[src/rtl/cpu_mem_pkg.sv]
// Shared types and constants for the memory arbiter: FSM states, requester
// indices and a one-hot helper.
package cpu_mem_pkg;

  localparam int REQ_FETCH = 0;
  localparam int REQ_DATA  = 1;
  localparam int REQ_LOAD  = 2;
  localparam int NUM_REQ   = 3;

  typedef enum logic [1:0] {
    IDLE   = 2'd0,
    ACCESS = 2'd1,
    WAIT   = 2'd2,
    RESP   = 2'd3
  } state_t;

  function automatic logic [NUM_REQ-1:0] idx_to_onehot(input logic [1:0] idx);
    return 3'b001 << idx;
  endfunction

endpackage

[src/rtl/mem_arb_pick.sv]
// Combinational winner selection. Fixed priority loader > data > fetch by
// default; round-robin from (last_winner+1) mod 3 when MEM_ARBITER_RR_EN is defined.
module mem_arb_pick
  import cpu_mem_pkg::*;
(
  input  logic [NUM_REQ-1:0] i_req,
  input  logic [1:0]         i_last_winner,
  output logic [NUM_REQ-1:0] o_winner_oh,
  output logic [1:0]         o_winner_idx
);

`ifndef MEM_ARBITER_RR_EN
  // Fixed priority ignores the pointer input.
  logic w_unused_last;
  assign w_unused_last = ^i_last_winner;
`endif

  // NOTE: every output gets a default at the top of always_comb so no path
  // leaves it unassigned and no latch is inferred.
  always_comb begin
    o_winner_idx = 2'd0;
`ifdef MEM_ARBITER_RR_EN
    // Walk from farthest to nearest candidate; the last hit is the nearest one.
    for (int k = NUM_REQ; k >= 1; k--) begin
      if (i_req[(int'(i_last_winner) + k) % NUM_REQ])
        o_winner_idx = 2'((int'(i_last_winner) + k) % NUM_REQ);
    end
`else
    if (i_req[REQ_LOAD])      o_winner_idx = 2'(REQ_LOAD);
    else if (i_req[REQ_DATA]) o_winner_idx = 2'(REQ_DATA);
    else                      o_winner_idx = 2'(REQ_FETCH);
`endif
    o_winner_oh = (|i_req) ? idx_to_onehot(o_winner_idx) : '0;
  end

endmodule

[src/rtl/mem_arbiter.sv]
// Three-requester single-port memory arbiter with IDLE/ACCESS/WAIT/RESP FSM.
// Define MEM_ARBITER_RR_EN for round-robin arbitration instead of fixed priority.
module mem_arbiter
  import cpu_mem_pkg::*;
#(
  parameter int ADDR_W  = 16,
  parameter int DATA_W  = 16,
  parameter int MEM_LAT = 1
) (
  input  logic                  CLK,
  input  logic                  reset,
  input  logic [NUM_REQ-1:0]    req,
  input  logic [NUM_REQ-1:0]    we,
  input  logic [3*ADDR_W-1:0]   addr,
  input  logic [3*DATA_W-1:0]   wdata,
  output logic [NUM_REQ-1:0]    gnt,
  output logic [NUM_REQ-1:0]    done,
  output logic [DATA_W-1:0]     rdata,
  output logic                  busy,
  output logic                  mem_rd,
  output logic                  mem_wr,
  output logic [ADDR_W-1:0]     mem_addr,
  output logic [DATA_W-1:0]     mem_wdata,
  input  logic [DATA_W-1:0]     mem_rdata
);

  localparam logic [3:0] LAT_M1 = 4'(MEM_LAT - 1);

  state_t             r_state;
  logic [3:0]         r_cnt;
  logic [1:0]         r_win_idx;
  logic               r_we;
  logic [1:0]         w_last;
  logic [NUM_REQ-1:0] w_win_oh;
  logic [1:0]         w_win_idx;

`ifdef MEM_ARBITER_RR_EN
  logic [1:0] r_last;
  assign w_last = r_last;
`else
  assign w_last = 2'(REQ_LOAD);
`endif

  mem_arb_pick u_pick (
    .i_req         (req),
    .i_last_winner (w_last),
    .o_winner_oh   (w_win_oh),
    .o_winner_idx  (w_win_idx)
  );

  assign busy = (r_state != IDLE);

  // NOTE: all sequential state uses non-blocking assignments so every register
  // samples pre-edge values regardless of statement order.
  always_ff @(posedge CLK or posedge reset) begin
    if (reset) begin
      r_state   <= IDLE;
      r_cnt     <= '0;
      r_win_idx <= '0;
      r_we      <= 1'b0;
      rdata     <= '0;
      gnt       <= '0;
      done      <= '0;
      mem_rd    <= 1'b0;
      mem_wr    <= 1'b0;
      mem_addr  <= '0;
      mem_wdata <= '0;
`ifdef MEM_ARBITER_RR_EN
      r_last    <= 2'(REQ_LOAD);
`endif
    end else begin
      gnt    <= '0;
      done   <= '0;
      mem_rd <= 1'b0;
      mem_wr <= 1'b0;
      case (r_state)
        IDLE: begin
          if (|req) begin
            r_win_idx <= w_win_idx;
            r_we      <= we[w_win_idx];
            mem_addr  <= addr[w_win_idx*ADDR_W +: ADDR_W];
            mem_wdata <= wdata[w_win_idx*DATA_W +: DATA_W];
            gnt       <= w_win_oh;
            mem_rd    <= ~we[w_win_idx];
            mem_wr    <= we[w_win_idx];
            r_state   <= ACCESS;
`ifdef MEM_ARBITER_RR_EN
            r_last    <= w_win_idx;
`endif
          end
        end
        ACCESS: begin
          r_cnt <= LAT_M1;
          if (LAT_M1 != 4'd0) begin
            r_state <= WAIT;
          end else begin
            r_state <= RESP;
            done    <= idx_to_onehot(r_win_idx);
          end
        end
        WAIT: begin
          // Leave on the cycle the decremented count reaches zero.
          r_cnt <= r_cnt - 4'd1;
          if (r_cnt == 4'd1) begin
            r_state <= RESP;
            done    <= idx_to_onehot(r_win_idx);
          end
        end
        RESP: begin
          if (!r_we) rdata <= mem_rdata;
          r_state <= IDLE;
        end
        default: r_state <= IDLE;
      endcase
    end
  end

endmodule
[config.mk]
export PLATFORM = sky130hd
export DESIGN_NAME = mem_arbiter
export DESIGN_NICKNAME = d
export VERILOG_FILES = /design/src/rtl/cpu_mem_pkg.sv /design/src/rtl/mem_arb_pick.sv /design/src/rtl/mem_arbiter.sv
export SDC_FILE = /design/constraint.sdc
export NUM_CORES = 1
export LEC_CHECK = 0
export ABC_AREA = 1
export ABC_CLOCK_PERIOD_IN_PS = 3000
export BUFFER_PORTS_ARGS = -buffer_cell sky130_fd_sc_hd__buf_4
export CORE_UTILIZATION = 40
export DETAILED_ROUTE_END_ITERATION = 10
export PLACE_DENSITY = 0.84
export SYNTH_ARGS = -nofsm -noshare
export SYNTH_HDL_FRONTEND = slang
export SYNTH_SLANG_ARGS = --single-unit
[constraint.sdc]
create_clock -name CLK -period 3 [get_ports CLK]
set_clock_uncertainty 0.15 [all_clocks]
set_input_delay 0.6 -clock CLK [delete_from_list [all_inputs] [get_ports CLK]]
set_output_delay 0.6 -clock CLK [all_outputs]
set_load 0.03 [all_outputs]
# Word level (Yosys, flattened, before mapping)
# Index checks and enable logic that the tools add are counted.
# totals
mem_count,0
ram_bits,0
rom_bits,0
out_inout_bits,57
reg_bits,65
latchBits,0
# classes
n_mul,0
n_div,0
order_cmp,1
shift,4
n_bitwise,2
n_eq_ne,6
add_sub_neg,1
n_mux,16
n_reduce_logical,7
# op_table
op,n
indexed part select 48 x 7 -> 16 bit,2
2-to-1 mux 3 bit,3
one-hot mux 2 bit (4 select lines),1
one-hot mux 4 bit (2 select lines),1
2-to-1 mux 1 bit,6
2-to-1 mux 2 bit,3
one-hot mux 3 bit (2 select lines),1
AND reduction 2 bit,3
<< shifter 1 x 2 -> 3 bit (first input constant),2
== test 2 bit (second input constant),2
== test 4 x 1 -> 1 bit (second input constant),1
inequality test 2 bit (second input constant),2
nonzero test 2 bit,2
subtractor 4 x 1 -> 4 bit (second input constant),1
less-than comparator 2 x 3 -> 1 bit (second input constant),1
OR reduction 3 bit,1
binary-select mux 1 bit (select 2 bit),1
== test 2 x 1 -> 1 bit (second input constant),1
logical NOT 2 bit,1
NOT 1 bit,2

# Logic depth before layout (Yosys ltp)
# Gate-level depths: netlist of run 1.
# depth
depth_word,7
ltp_mapped,7
mapped_depth_nobuf,7

# Modules after synthesis
# From an unflattened synthesis of run 1, not the netlist that was laid out.
# unflattened
hier_cells,549
area_unflattened_um2,3707.3
# by_module_without_submodules
mod,cells_each,area_per_inst_um2,instances
mem_arbiter,540,3667.3,1
mem_arb_pick,9,40.0,1

# Least setup slack after synthesis of run 1
# OpenSTA, ideal clock, no wires.
# synth_timing
path_kind,register -> output
from,register r_state[0]
to,output busy
n_path_buf,0
arrival_time_ns,0.900
stages_incl_launch_ff,4
path_slack_ns,1.350
required_time_ns,2.250
cell_sequence,dfrtp_1 -> inv_1 -> ha_1 -> inv_2
# synth_between
elab_chain_len,1
# synth_lines
item,line,source
"start, declared",mem_arbiter.sv:29,state_t r_state;
"start signal, assigned",mem_arbiter.sv:57,r_state <= IDLE;
"start signal, assigned",mem_arbiter.sv:86,r_state <= ACCESS;
"start signal, assigned",mem_arbiter.sv:95,r_state <= WAIT;
nonzero test 2 bit,mem_arbiter.sv:51,assign busy = (r_state != IDLE);
"end, declared",mem_arbiter.sv:19,"output logic busy,"
# Every way passes these cells.

# Worst setup path after layout of run 1
# Same ends and word-level chain as after synthesis.

==> results of run 1 <==
==> flip-flops by register name, summed over array words and instances (netlist names) <==
register / count
mem_addr: 16
mem_wdata: 16
rdata: 16
r_cnt: 4
done: 3
gnt: 3
r_state: 2
r_win_idx: 2
mem_rd: 1
mem_wr: 1
r_we: 1
==> stage by stage <==
step                power (mW)  cells  hold WS, ns  area, um^2  util (%)
floorplan                 3.05    436        0.252        3320         -
global route              5.07    710        0.126        4870      61.7
detailed placement        3.94    694        0.276        4640      58.8
CTS                       4.79    710        0.102        4870      61.7
finish                    4.74    710        0.104        4870      61.7
global placement          3.85    694        0.280        4640      58.8
==> layout make-up <==
class / instances / share of cell area (%)
clock buffer: 11 / 3.11
clock inverter: 5 / 1.59
inverter: 15 / 1.16
multi-input combinational: 332 / 30.3
sequential: 65 / 33.4
tap: 102 / 2.62
timing repair buffer: 180 / 27.8
==> metal layers <==
metal | wire length, um | share of wire [%]
met2 | 4950 | 52
met4 | 212 | 2.2
met5 | 0 | 0
met3 | 640 | 6.7
met1 | 3730 | 39
==> cell usage after synthesis <==
master	number	share of area, %
nand3_1	88	13
nand2_4	1	0.34
o21ai_0	3	0.45
dfrtp_1	65	49
a21oi_4	1	0.49
nor2_1	9	1.0
nand2_2	1	0.19
o22ai_1	1	0.19
inv_1	12	1.4
a21oi_1	3	0.45
buf_6	4	1.4
buf_4	8	1.8
nand2_1	213	24
nor3_1	1	0.15
nor2_8	1	0.60
buf_2	7	1.1
and3_1	1	0.19
clkinv_1	1	0.11
clkbuf_1	5	0.57
nor3b_1	1	0.23
inv_2	2	0.23
or2_2	1	0.19
ha_1	7	2.6
==> power by group <==
part	internal, mW	switching (mW)	total, mW
clock network	0.510	0.320	0.830
logic	0.866	1.54	2.40
registers	1.27	0.246	1.51
total	2.64	2.10	4.74
==> cells by family (layout without fill, tap and decap cells) <==
group | after synthesis | in the layout
simple gates | 317 | 317
buf+inv | 39 | 211
fa+ha+maj | 7 | 7
flops | 65 | 65
compound gates | 8 | 8
==> path summary, 6_finish.rpt <==
check / startpoint / endpoint / slack, ns / cells after the start
max in group asynchronous: reset / mem_wdata[8]$_DFFE_PP0P_ / 1.90 / 3
min: reset / mem_wdata[13]$_DFFE_PP0P_ / 0.10 / 2
max: r_state[0]$_DFFE_PP0P_ / busy / 0.79 / 4
min in group CLK: r_win_idx[1]$_DFFE_PP0P_ / done[0]$_DFF_PP0_ / 0.29 / 1
max reg2reg: r_state[0]$_DFFE_PP0P_ / r_we$_DFFE_PP0P_ / 0.98 / 7
min reg2reg: r_win_idx[1]$_DFFE_PP0P_ / done[0]$_DFF_PP0_ / 0.29 / 1
==> results.tsv, run 1 <==
stage	metric	value	unit
yosys	syn-num-nets	563	
sta	setup_viol	0	
yosys	synth_area	0.00332	mm^2
yosys	ys_types	23	
cells_and_area	regArea	0.00163	mm^2
route	vias	3478	
yosys	syn_inst	436	
route	viasPerCell	4.90	
min_path	min_path_type	in -> async	
yosys	synthMuxAreaShare	0	%
yosys	ys_seq_elements	65	
route	drtPass1Iterations	4	
setup_path	crit_chain	inv_1 -> ha_1 -> inv_2 -> buf_4	
clock_tree	clkLatencyLatePin	0.33	ns
setup_path	cpPeakStageDelay	0.43	ns
floorplan	start_util	42.1	%
yosys	synth-adder-area-share	2.64	%
cells_and_area	num_antenna_cells	0	
yosys	synth_compound_area_share	1.58	%
setup_path	start_kind	register	
place	post-place-ws	0.789	ns
power	power_density	975	mW/mm^2
global_route	antenna_found_initial	0	
power	ir_worst_vdd	378	uV
global_route	gr-usage-all-layers	22.3	%
place	gp_congestion	0.855	
global_route	met2_usage	39.7	%
floorplan	die_area	0.00866	mm^2
clock_tree	clk_path_buf_depth	2	
clock_tree	tritoncts	done	
clock_tree	h-tree-depth	3	
yosys	synth.yosys.seq_area_share	49.0	%
sta	rsz0062_at_grt	no	
global_route	use_met1	25.4	%
global_route	grt-ovfl-total	0	
yosys	yosys.area_share.simple	40.3	%
setup_path	critPathArrivalTime	1.46	ns
route	final_antenna_net_count	0	
global_route	grt_busiest_layer	met2	
yosys	synth_xor_area_share	0	%
setup_path	crit_path_max_fanout	5	
setup_path	path_buf_inv	3	
sta	maxSlewViolCount	0	
cells_and_area	drive_gt1_share	33.6	%
route	drc	0	
route	routed_wl	9.53	mm
route	drt_iter0_markers	123	
cells_and_area	final_cell_mix	213 x nand2_1, 180 x buf_4, 88 x nand3_1, 65 x dfrtp_1	
cells_and_area	layout_commonest_cell	nand2_1	
setup_path	critPathSlowestCell	dfrtp_1	
yosys	synth_top_family_by_area	simple AND/OR/NAND/NOR gates	
sta	final.min_clock_period	2.21	ns
clock_tree	cts.sinks	65	
floorplan	num_io_pins	177	
sta	setup_slack	0.791	ns
setup_path	crit_type	reg -> out	
global_route	use_met3	5.20	%
sta	post-route-period-util	73.6	%
clock_tree	cts_buffers	9	
sta	setup_tns	0	ns
sta	fmax	453	MHz
global_route	first_global_vias	3310	
clock_tree	clockRootBuffer	clkbuf_8	
job	max-cap-violations	0	
global_route	grt_max_degree	38	
place	io_buffer_count	176	
floorplan	die_y	93.1	um
cells_and_area	multiInputGateArea	0.00148	mm^2
floorplan	row_count	32	
floorplan	die_x	93.1	um
route	drt-wirelength-per-cell	13.4	um
setup_path	crit_path_end_kind	output pin	
setup_path	cp_top_family	flip-flops	
yosys	synth-warning-count	0	
sta	slew_headroom	61.2	%
place	hpwl	7.28	mm
sta	worst_pin_slew	0.582	ns
cells_and_area	fin_nets	730	
clock_tree	ctsHoldBuffers	0	
sta	hold_viol_final	0	
clock_tree	clk_pin_slew	0.07	ns
cells_and_area	syn_to_final_growth	46.7	%
clock_tree	cts_setup_buffers	0	
run_status	status	finished clean	
power	p_leak	2.73	nW
yosys	syn_avg_cell_area	7.61	um^2
setup_path	crit_required	2.25	ns
global_route	grt_pass1_wl	14.9	mm
floorplan	coreArea	0.00789	mm^2
clock_tree	post_cts_resized	0	
cells_and_area	nFillCells	677	
Power figures use the tool's default switching activity.
==> run 2, diff against run 1 <==
- ABC_CLOCK_PERIOD_IN_PS: 3000 -> 1920
- PLACE_DENSITY: 0.84 -> 0.86
- clock period: 3 -> 1.92 ns (I/O delays scaled with it)
==> run 2 against run 1 <==
Die area is the same. Count of clock-buffer cells in the layout grew 3. Sequential share of layout area shrank 0.47 points. Core utilization grew 0.89 points. Register-to-register slack lost 0.69 ns. Routed wire length grew 3.2%. Sequential power grew 55%. Largest cell class unchanged.
==> results.tsv, run 2 (synthesis gave the netlist of run 1 again) <==
stage	metric	value	unit	change
run_status	status	finished clean		unchanged
global_route	grt_max_degree	66		was 38
cells_and_area	nFillCells	683		was 677
power	power_density	1520	mW/mm^2	was 975 mW/mm^2
route	vias	3519		was 3478
power	ir_worst_vdd	785	uV	was 378 uV
clock_tree	clk_pin_slew	0.07	ns	about the same
floorplan	die_x	93.1	um	unchanged
cells_and_area	finalNonFillerCells	716		was 710
global_route	grt-ovfl-total	0		unchanged
route	viasPerCell	4.91		was 4.90
route	drtPass1Iterations	5		was 4
route	routed_wl	9.83	mm	was 9.53 mm
cells_and_area	final_cell_mix	213 x nand2_1, 184 x buf_4, 88 x nand3_1, 65 x dfrtp_1		was 213 x nand2_1, 180 x buf_4, 88 x nand3_1, 65 x dfrtp_1
clock_tree	clk_path_buf_depth	2		unchanged
route	drc	0		unchanged
floorplan	num_io_pins	177		unchanged
cells_and_area	layout_commonest_cell	nand2_1		unchanged
cells_and_area	syn_to_final_growth	48.8	%	was 46.7%
sta	slew_headroom	58.0	%	was 61.2%
job	max-cap-violations	0		unchanged
setup_path	critPathArrivalTime	1.32	ns	was 1.46 ns
clock_tree	cts_buffers	9		unchanged
place	hpwl	7.12	mm	was 7.28 mm
power	p_total	7.52	mW	was 4.74 mW
cells_and_area	num_antenna_cells	0		unchanged
route	drt_iter0_markers	193		was 123
sta	final.min_clock_period	1.86	ns	
setup_path	crit_type	reg -> out		unchanged
place	io_buffer_count	176		unchanged
cells_and_area	fin_nets	736		was 730
floorplan	start_util	42.1	%	unchanged
sta	setup_viol	0		unchanged
global_route	gr-usage-all-layers	22.9	%	was 22.3%
global_route	antenna_found_initial	0		unchanged
sta	maxSlewViolCount	0		unchanged
setup_path	r2r_cells	7		unchanged
global_route	grt_pass1_wl	15.5	mm	was 14.9 mm
place	gp_congestion	0.809		was 0.855
setup_path	crit_required	1.39	ns	was 2.25 ns
sta	fmax	538	MHz	
power	p_leak	2.76	nW	was 2.73 nW
cells_and_area	multiInputGateArea	0.00149	mm^2	was 0.00148 mm^2
sta	setup_tns	0	ns	unchanged
place	dp.cells	698		was 694
setup_path	crit_path_max_fanout	5		unchanged
cells_and_area	regArea	0.00163	mm^2	unchanged
clock_tree	cts.sinks	65		unchanged
route	drt-wirelength-per-cell	13.7	um	was 13.4 um
route	final_antenna_net_count	0		unchanged
floorplan	die_y	93.1	um	unchanged
floorplan	row_count	32		unchanged
sta	post-route-period-util	96.8	%	
sta	hold_viol_final	0		unchanged
min_path	min_path_type	in -> reg		was in -> async
sta	worst_pin_slew	0.629	ns	was 0.582 ns
floorplan	die_area	0.00866	mm^2	unchanged
setup_path	crit_path_end_kind	output pin		unchanged
global_route	first_global_vias	3336		was 3310
clock_tree	tritoncts	done		unchanged
clock_tree	h-tree-depth	3		unchanged
cells_and_area	reg_top3	mem_addr (16), mem_wdata (16), rdata (16)		unchanged
clock_tree	clockRootBuffer	clkbuf_8		unchanged
clock_tree	clkLatencyLatePin	0.33	ns	about the same
setup_path	start_kind	register		unchanged
min_path	whs_path_depth	3		
floorplan	coreArea	0.00789	mm^2	unchanged
cells_and_area	drive_gt1_share	33.7	%	was 33.6%
-- run 2: what timing repair did --
item / 4_1_cts / 5_1_grt
setup endpoints to repair: 1 / 1
hold endpoints to repair: 9 / 0
gates resized for setup: 1 / 1
cloned: 0 / 0
hold buffers: 1 / 0
buffers inserted: 1 / 0
pin swaps: 0 / 0
-- run 2: area by class of cell --
class | count | share of cell area (%)
inverter | 15 | 1.22
multi-input combinational | 332 | 30.2
clock buffer | 14 | 3.29
tap | 102 | 2.58
sequential | 65 | 32.9
timing repair buffer | 186 | 28.6
clock inverter | 2 | 1.22
-- run 2: stage by stage --
| stage | utilization [%] | worst slack (ns) | instance area (um^2) | hold slack, ns |
|---|---|---|---|---|
| 6_report | 62.6 | 0.0617 | 4940 | 0.133 |
| 5_1_grt | 62.6 | -0.00401 | 4940 | 0.124 |
| 4_1_cts | 62.5 | 0.0216 | 4930 | 0.117 |
| 3_5_place_dp | 59.4 | 0.190 | 4680 | 0.267 |
| 3_3_place_gp | 59.4 | 0.218 | 4680 | 0.260 |
| 2_1_floorplan | - | 0.353 | 3320 | 0.252 |
-- run 2: path summary, 6_finish.rpt --
path	start	end	slack, ns
hold reg to reg	r_win_idx[1]$_DFFE_PP0P_	done[0]$_DFF_PP0_	0.28
min in group asynchronous	reset	rdata[4]$_DFFE_PP0P_	0.56
hold / removal	mem_rdata[15]	rdata[15]$_DFFE_PP0P_	0.13
setup / recovery	r_state[1]$_DFFE_PP0P_	busy	0.06
max in group asynchronous	reset	mem_addr[9]$_DFFE_PP0P_	0.80
setup reg to reg	r_state[1]$_DFFE_PP0P_	mem_addr[3]$_DFFE_PP0P_	0.29
-- run 2: layer usage --
metal | wire length, um | up-vias | global-route usage [%]
met1 | 3910 | 1630 | 27.9
met3 | 765 | 14 | 6.10
met2 | 4970 | 145 | 38.7
met5 | 0 | - | 0
met4 | 180 | 0 | 9.10
li1 | - | 1730 | -
-- run 2: critical path, stage by stage, from the launching register on --
cell	delay [ns]
dfrtp_1	0.41
inv_1	0.11
ha_4	0.19
inv_2	0.11
buf_4	0.17
-- run 2: power breakdown --
group | switching, mW | leakage, nW | internal (mW)
Combinational | 2.46 | 1.83 | 1.44
Clock | 0.479 | 0.111 | 0.805
Sequential | 0.358 | 0.819 | 1.98
==> run 3, diff against run 2 <==
- BUFFER_PORTS_ARGS: -buffer_cell sky130_fd_sc_hd__buf_4 -> -buffer_cell sky130_fd_sc_hd__buf_2
==> run 3 against run 2 <==
Maximum frequency up 2.0%. Clock power down 5%. Design area down 8.4%. Highest routed layer unchanged. Core utilization down 5.3 points. Via count up 2.0%. Critical path type unchanged. Largest cell class unchanged. Non-clock buffer count up 4. Sequential power down 2%.
==> results.tsv, run 3 (synthesis gave the netlist of run 1 again) <==
stage	metric	value	unit	change
place	post-place-ws	0.191	ns	was 0.190 ns
setup_path	crit_path_max_fanout	4		was 5
cells_and_area	finalNonFillerCells	721		was 716
sta	worst_pin_slew	0.581	ns	was 0.629 ns
clock_tree	h-tree-depth	3		unchanged
route	vias	3588		was 3519
setup_path	crit_path_end_kind	output pin		unchanged
clock_tree	clockRootBuffer	clkbuf_8		unchanged
setup_path	cp_top_family	buffers and inverters		was flip-flops
setup_path	crit_required	1.39	ns	about the same
floorplan	start_util	42.1	%	unchanged
sta	final.min_clock_period	1.82	ns	was 1.86 ns
run_status	status	finished clean		unchanged
min_path	min_path_type	in -> reg		unchanged
route	drt_iter0_markers	164		was 193
cells_and_area	syn_to_final_growth	36.2	%	was 48.8%
clock_tree	clkLatencyLatePin	0.33	ns	about the same
clock_tree	cts_buffers	9		unchanged
place	gp_congestion	0.778		was 0.809
floorplan	die_y	93.1	um	unchanged
power	p_total	7.08	mW	was 7.52 mW
route	drtPass1Iterations	4		was 5
sta	slew_headroom	61.2	%	was 58.0%
job	max-cap-violations	0		unchanged
place	io_buffer_count	176		unchanged
route	drc	0		unchanged
setup_path	cpPeakStageDelay	0.38	ns	was 0.41 ns
cells_and_area	final_cell_mix	213 x nand2_1, 176 x buf_2, 88 x nand3_1, 65 x dfrtp_1, 12 x buf_4		was 213 x nand2_1, 184 x buf_4, 88 x nand3_1, 65 x dfrtp_1
setup_path	crit_type	reg -> out		unchanged
power	power_density	1570	mW/mm^2	was 1520 mW/mm^2
global_route	antenna_found_initial	1		was 0
sta	setup_slack	0.0977	ns	was 0.0617 ns
sta	maxSlewViolCount	0		unchanged
power	p_leak	2.64	nW	was 2.76 nW
global_route	gr-usage-all-layers	22.8	%	was 22.9%
global_route	grt-ovfl-total	0		unchanged
floorplan	row_count	32		unchanged
clock_tree	clk_pin_slew	0.08	ns	was 0.07 ns
clock_tree	cts.sinks	65		unchanged
sta	post-route-period-util	94.9	%	was 96.8%
setup_path	critPathSlowestCell	dfrtp_1		unchanged
route	final_antenna_net_count	0		unchanged
sta	rsz0062_at_grt	no		
sta	hold_viol_final	0		unchanged
setup_path	path_buf_inv	3		unchanged
cells_and_area	nFillCells	720		was 683
setup_path	crit_chain	inv_1 -> ha_4 -> inv_2 -> buf_2		was inv_1 -> ha_4 -> inv_2 -> buf_4
cells_and_area	fin_nets	740		was 736
clock_tree	tritoncts	done		unchanged
floorplan	num_io_pins	177		unchanged
global_route	grt_max_degree	66		unchanged
route	drt-wirelength-per-cell	13.4	um	was 13.7 um
sta	fmax	549	MHz	was 538 MHz
cells_and_area	regArea	0.00163	mm^2	unchanged
place	dp.cells	701		was 698
floorplan	die_area	0.00866	mm^2	unchanged
global_route	first_global_vias	3310		was 3336
floorplan	coreArea	0.00789	mm^2	unchanged
cells_and_area	layout_commonest_cell	nand2_1		unchanged
cells_and_area	multiInputGateArea	0.00149	mm^2	unchanged
place	hpwl	7.05	mm	was 7.12 mm
floorplan	die_x	93.1	um	unchanged
setup_path	critPathArrivalTime	1.29	ns	was 1.32 ns
cells_and_area	reg_top3	mem_addr (16), mem_wdata (16), rdata (16)		unchanged
route	routed_wl	9.63	mm	was 9.83 mm
setup_path	start_kind	register		unchanged
global_route	grt_pass1_wl	15.3	mm	was 15.5 mm
power	ir_worst_vdd	602	uV	was 785 uV
route	viasPerCell	4.98		was 4.91
sta	setup_viol	0		unchanged
cells_and_area	drive_gt1_share	34.6	%	was 33.7%
clock_tree	clk_path_buf_depth	2		unchanged
sta	setup_tns	0	ns	unchanged
[run 3: per-layer routing]
| metal | GRT usage, % | up-vias | wire (um) |
|---|---|---|---|
| met4 | 10.8 | 0 | 260 |
| met2 | 38.2 | 176 | 4740 |
| met5 | 0 | - | 0 |
| met1 | 28.1 | 1641 | 4000 |
| li1 | - | 1739 | - |
| met3 | 4.47 | 32 | 629 |
[run 3: stage by stage]
step                hold slack (ns)  cell area, um^2  utilization, %
floorplan                     0.252             3320               -
global placement              0.261             4270            54.1
detailed placement            0.266             4270            54.1
CTS                           0.112             4510            57.2
global route                  0.106             4520            57.3
finish                        0.126             4520            57.3
[run 3: worst paths after layout]
kind | start | endpoint | cells after the start | slack, ns
worst max-delay path | r_state[1]$_DFFE_PP0P_ | busy | 4 | 0.1
max in group asynchronous | reset | mem_wdata[0]$_DFFE_PP0P_ | 4 | 0.80
min in group asynchronous | reset | rdata[5]$_DFFE_PP0P_ | 4 | 0.54
worst min-delay path | mem_rdata[15] | rdata[15]$_DFFE_PP0P_ | 3 | 0.13
worst max register to register | r_state[1]$_DFFE_PP0P_ | rdata[9]$_DFFE_PP0P_ | 5 | 0.35
worst min register to register | r_win_idx[1]$_DFFE_PP0P_ | done[0]$_DFF_PP0_ | 1 | 0.27
[run 3: area by class of cell]
cell class,instances,area share (%)
well taps,102,2.82
clock buffers,11,3.35
inverters,15,1.33
multi-input cells,332,32.9
clock inverters,5,1.38
repair buffers,190,22.1
flip-flops and latches,65,36.0
diodes,1,0.0554
[run 3: timing repair]
action,in CTS,in global routing
hold endpoints to repair,34,0
endpoints found under the setup margin,1,1
gates resized for setup,1,1
buffers inserted,2,0
hold buffers,1,0
pin swaps,0,0
[run 3: power breakdown]
group	switching, mW	internal [mW]
Combinational	2.46	1.10
Clock	0.537	0.677
Sequential	0.326	1.98
[run 3: worst reg2reg max path: stages (launching register included)]
cell and delay [ns]:
dfrtp_1 0.40, buf_4 0.16, ha_1 0.20, nand2_1 0.39, nand2_1 0.11, nand2_1 0.09
